### src/rtl/chan_rr_arbiter_pkg.sv
// ============================================================================
// Module  : chan_rr_arbiter_pkg
// Brief   : Shared state encodings, defaults and index helper for the arbiter.
// Revision: 1.0  initial release
// ============================================================================
`default_nettype none

package chan_rr_arbiter_pkg;

    typedef enum logic [0:0] {
        ST_IDLE  = 1'b0,
        ST_GRANT = 1'b1
    } arb_state_e;

    localparam int DEF_MAXHOLD = 4;

    // Modulo-N increment for owner/pointer indices (v is always < n).
    function automatic int wrap_inc(input int v, input int n);
        return (v + 1 >= n) ? 0 : v + 1;
    endfunction

endpackage

`default_nettype wire

### src/rtl/chan_rr_arbiter_rr_pick.sv
// ============================================================================
// Module  : rr_pick
// Brief   : Combinational rotate-priority search starting at ptr.
// Revision: 1.0  initial release
// ============================================================================
`default_nettype none

module rr_pick #(
    parameter int N  = 2,
    parameter int IW = 1
) (
    input  logic [N-1:0]  req,
    input  logic [IW-1:0] ptr,
    output logic          any,
    output logic [IW-1:0] idx
);

    int c;

    // Walk offsets from farthest to nearest so the nearest requester wins.
    always_comb begin
        any = |req;
        idx = '0;
        c   = 0;
        for (int s = N - 1; s >= 0; s--) begin
            c = int'(ptr) + s;
            if (c >= N) begin
                c = c - N;
            end
            if (req[c]) begin
                idx = IW'(c);
            end
        end
    end

endmodule

`default_nettype wire

### src/rtl/chan_rr_arbiter.sv
// ============================================================================
// Module  : chan_rr_arbiter
// Brief   : Round-robin owner of a shared channel with bounded bursts and gap.
// Revision: 1.0  initial release
// ============================================================================
`default_nettype none

module chan_rr_arbiter
    import chan_rr_arbiter_pkg::*;
#(
    parameter  int N       = 2,
    parameter  int W       = 1,
    parameter  int MAXHOLD = DEF_MAXHOLD,
    localparam int IW      = (N > 1) ? $clog2(N) : 1,
    localparam int CW      = (MAXHOLD > 1) ? $clog2(MAXHOLD) : 1
) (
    input  logic           clk,
    input  logic           rst,
    input  logic [N-1:0]   req,
    input  logic [N*W-1:0] din,
    output logic [N-1:0]   gnt,
    output logic [IW-1:0]  owner,
    output logic [W-1:0]   chan_d,
    output logic           chan_vld,
    output logic           busy
);

    arb_state_e    state_q;
    logic [IW-1:0] ptr_q;
    logic [CW-1:0] hold_q;
    logic [N-1:0]  gnt_q;
    logic [IW-1:0] owner_q;
    logic [W-1:0]  chan_d_q;
    logic          chan_vld_q;
    logic          busy_q;

    logic          w_any;
    logic [IW-1:0] w_pick;
    logic          w_own_req;
    logic [W-1:0]  w_own_din;

    rr_pick #(
        .N  (N),
        .IW (IW)
    ) u_pick (
        .req (req),
        .ptr (ptr_q),
        .any (w_any),
        .idx (w_pick)
    );

    // Mux the current owner's request and data lane.
    always_comb begin
        w_own_req = 1'b0;
        w_own_din = '0;
        for (int k = 0; k < N; k++) begin
            if (owner_q == IW'(k)) begin
                w_own_req = req[k];
                w_own_din = din[k*W +: W];
            end
        end
    end

    always_ff @(posedge clk) begin
        if (rst) begin
            state_q    <= ST_IDLE;
            ptr_q      <= '0;
            hold_q     <= '0;
            gnt_q      <= '0;
            owner_q    <= '0;
            chan_d_q   <= '0;
            chan_vld_q <= 1'b0;
            busy_q     <= 1'b0;
        end else begin
            case (state_q)
                ST_IDLE: begin
                    chan_vld_q <= 1'b0;
                    if (w_any) begin
                        for (int k = 0; k < N; k++) begin
                            gnt_q[k] <= (w_pick == IW'(k));
                        end
                        owner_q <= w_pick;
                        hold_q  <= '0;
                        busy_q  <= 1'b1;
                        state_q <= ST_GRANT;
                    end
                end
                ST_GRANT: begin
                    chan_d_q   <= w_own_din;
                    chan_vld_q <= w_own_req;
                    hold_q     <= hold_q + CW'(1);
                    // Release on drop or burst limit; the last beat still goes out.
                    if (!w_own_req || hold_q == CW'(MAXHOLD - 1)) begin
                        gnt_q   <= '0;
                        busy_q  <= 1'b0;
                        ptr_q   <= IW'(wrap_inc(int'(owner_q), N));
                        state_q <= ST_IDLE;
                    end
                end
                default: begin
                    state_q <= ST_IDLE;
                end
            endcase
        end
    end

    assign gnt      = gnt_q;
    assign owner    = owner_q;
    assign chan_d   = chan_d_q;
    assign chan_vld = chan_vld_q;
    assign busy     = busy_q;

endmodule

`default_nettype wire
### config.mk
export PLATFORM = sky130hd
export DESIGN_NAME = chan_rr_arbiter
export DESIGN_NICKNAME = d
export VERILOG_FILES = /design/src/rtl/chan_rr_arbiter_pkg.sv /design/src/rtl/chan_rr_arbiter_rr_pick.sv /design/src/rtl/chan_rr_arbiter.sv
export SDC_FILE = /design/constraint.sdc
export NUM_CORES = 1
export LEC_CHECK = 0
export ABC_CLOCK_PERIOD_IN_PS = 3500
export CAP_MARGIN = 20
export CORE_MARGIN = 3
export CORE_UTILIZATION = 30
export CTS_CLUSTER_SIZE = 20
export DETAILED_ROUTE_END_ITERATION = 10
export SKIP_CTS_REPAIR_TIMING = 1
export SLEW_MARGIN = 20
export SYNTH_ARGS = -nofsm -noshare
export SYNTH_HDL_FRONTEND = slang
export SYNTH_SLANG_ARGS = --single-unit
export TNS_END_PERCENT = 100
### constraint.sdc
create_clock -name clk -period 3.5 [get_ports clk]
set_clock_uncertainty 0.15 [all_clocks]
set_input_delay 0.7 -clock clk [delete_from_list [all_inputs] [get_ports clk]]
set_output_delay 0.7 -clock clk [all_outputs]
set_load 0.03 [all_outputs]
==> results.sh <==
export IMPL_critPathMaxStageDelay_ns=0.71
export IMPL_final_nets=67
export IMPL_hold_class="reg -> reg"
export IMPL_initial_core_util_pct=32.67
export IMPL_p_comb_share_pct=24.8
export IMPL_wl_per_cell_um=11.23
export IMPL_powerDensity_nw_per_um2=499.0
export IMPL_synth_distinct_cells=22
export IMPL_cts_sinks=10
export IMPL_start_kind="flop"
export IMPL_syn_area_sq_um=430.4
export IMPL_cts_root_buf="clkbuf_4"
export IMPL_grt_start_max_net_pins=15
export IMPL_fp_dieH_um=43.88
export IMPL_drc=0
export IMPL_cp_cell_sequence="clkdlybuf4s50_1"
export IMPL_rsz0062_at_grt="false"
export IMPL_syn_to_final_growth_pct=32.85
export IMPL_cp_top_family="buffers and inverters"
export IMPL_hold_violations=0
export IMPL_fp_row_count=13
export IMPL_period_share_pct=64.58
export IMPL_fillers=140
export IMPL_synth_largest_area_cell="dfxtp_1"
export IMPL_leakage_nw=0.2111
export IMPL_crit_path_end_kind="output port"
export IMPL_crit_type="reg -> out"
export IMPL_whs_ns=0.3397
export IMPL_grt_pass1_wl_mm=1.352
export IMPL_synth_cells=46
export IMPL_worstPathArrival_ns=1.41
export IMPL_power_uw=285.3
export IMPL_setup_tns_ns=0
export IMPL_die_area_sq_um=1925
export IMPL_numCtsBuffers=3
export IMPL_yosys_top_cells_area="dfxtp_1 47%, nor2_1 6.1%, nand2b_1 5.8%"
export IMPL_ys_ff_latch=10
export IMPL_synth_seq_area_share_pct=46.51
export IMPL_wl_met3_um=89
export IMPL_wl_met2_um=315
export IMPL_peakVddDrop_mv=0.2353
export IMPL_clkPwrFrac_pct=26.7
export IMPL_final_common_cell="clkdlybuf4s50_1"
export IMPL_slew_violations=0
export IMPL_clock_latency_ns=0.26
export IMPL_cts_max_level=1
export IMPL_yosys_warnings=0
export IMPL_p_seq_share_pct=48.5
export IMPL_top_layer="met4"
export IMPL_path_buf_inv=1
export IMPL_ant_nets=0
export IMPL_tritoncts="done"
export IMPL_clock_path_buffers=2
export IMPL_timing_fmax_ghz=0.4424
export IMPL_most_common_layout_cells="11 x clkdlybuf4s50_1, 10 x dfxtp_1, 7 x nor2_1, 4 x nand2b_1"
export IMPL_outcome="complete, no violations"
export IMPL_dp_hpwl_um=589.6
export IMPL_synth_nets=53
export IMPL_p_int_uw=201.6
export IMPL_p_sw_uw=83.70
export IMPL_first_iter_violations=8
export IMPL_die_w_um=43.88
export IMPL_min_period_ns=2.260
export IMPL_tightestPinTransition_ns=0.4085
export IMPL_slew_headroom_pct=72.73
export IMPL_first_pass_iters=2
export IMPL_slowest_stage="clkdlybuf4s50_1"
export IMPL_p_sw_share_pct=29.34
export IMPL_final_util_pct=43.40
export IMPL_antenna_found_initial=0
export IMPL_cp_max_fo=5
export IMPL_syn_avg_cell_area_sq_um=9.357
export IMPL_vias=370
export IMPL_setup_viol=0
export IMPL_boundaryPins=12
export IMPL_via_per_inst=5.068
export IMPL_core_area_sq_um=1318
export IMPL_wl_met1_um=405
export IMPL_crit_required_ns=2.65
export IMPL_finalWeightedCongestion=0.6505
export IMPL_track_usage_pct=10.04
export IMPL_clk_pin_slew_ns=0.06
export IMPL_drive_gt1_share_pct=10.34
export IMPL_yosys_area_top_type_share_pct=46.51
export IMPL_drv_cap=0
export IMPL_routed_wl_um=820
export IMPL_grt_pass1_vias=337
export IMPL_grt_overflow=0
export IMPL_io_buffers=11
export IMPL_diodes=0
==> tightest hold or removal path, delay by kind of cell (launching register included) <==
kind	cells	cell delay (ns)
AO/OA/AOI/OAI	1	0.05
flip-flops	1	0.31
AND/OR/NAND/NOR	1	0.08
==> synth_stat cells <==
cell / instances
a21oi_2: 1
o22ai_1: 1
nor2_1: 7
nor2b_1: 2
nand2_1: 1
nand3b_1: 1
nor3b_1: 1
o22a_2: 1
nor4b_1: 1
ha_1: 1
clkbuf_2: 1
a211oi_1: 1
a22oi_1: 2
a21oi_1: 2
nand2b_1: 4
nor3_1: 3
buf_2: 1
o21ba_2: 1
a21o_1: 1
or2_0: 1
mux2i_1: 2
dfxtp_1: 10
==> path summary, 6_finish.rpt <==
path,from,endpoint,slack [ns],depth (start not counted)
setup / recovery,owner$_SDFFE_PP0P_,owner,1.24,1
hold / removal,gnt[0]$_SDFFE_PP0P_,gnt[0]$_SDFFE_PP0P_,0.34,2
setup reg to reg,owner$_SDFFE_PP0P_,busy$_SDFFE_PP0P_,2.18,3
hold reg to reg,gnt[0]$_SDFFE_PP0P_,gnt[0]$_SDFFE_PP0P_,0.34,2
==> flip-flops by register name, indices dropped and copies added (netlist names) <==
name,count
busy,1
chan_d,1
chan_vld,1
gnt,2
hold_q,2
owner,1
ptr_q,1
state_q,1
==> power by group through the flow <==
stage	registers, mW	logic (mW)	clock network [mW]
final	0.138	0.0708	0.0761
after detailed placement	0.141	0.0712	0
after floorplan	0.151	0.0341	0
after global placement	0.141	0.0717	0
after global routing	0.141	0.0759	0.0865
after CTS	0.138	0.0716	0.0809
==> logic make-up after synthesis <==
kind of cell	count (synthesis)	synth area share (%)
DFF	10	46.51
AOI/OAI and AO/OA	10	17.44
and+or+nand+nor	21	26.16
muxes	2	4.651
adders and majority gates	1	2.907
buffers and inverters	2	2.323
==> through the flow <==
stage | worst slack, ns | instances | area (sq um)
after floorplan | 1.967 | 46 | 430.4
after global placement | 1.393 | 70 | 549.3
after detailed placement | 1.433 | 70 | 549.3
after CTS | 1.228 | 73 | 571.8
after global routing | 1.195 | 73 | 571.8
final | 1.240 | 73 | 571.8
==> layer usage <==
| layer | up-vias | GRT usage [%] |
|---|---|---|
| li1 | 189 | - |
| met1 | 165 | 11.53 |
| met2 | 14 | 13.08 |
| met3 | 2 | 7.884 |
| met4 | 0 | 5.422 |
| met5 | - | 0 |
==> final cells by class <==
class,count,area (sq um),area share [%]
Timing Repair Buffer,11,110.1,19.26
Multi-Input combinational cell,34,220.2,38.51
Clock buffer,3,22.52,3.939
Sequential cell,10,200.2,35.01
Tap cell,15,18.77,3.282
Power figures use the tool's default switching activity.
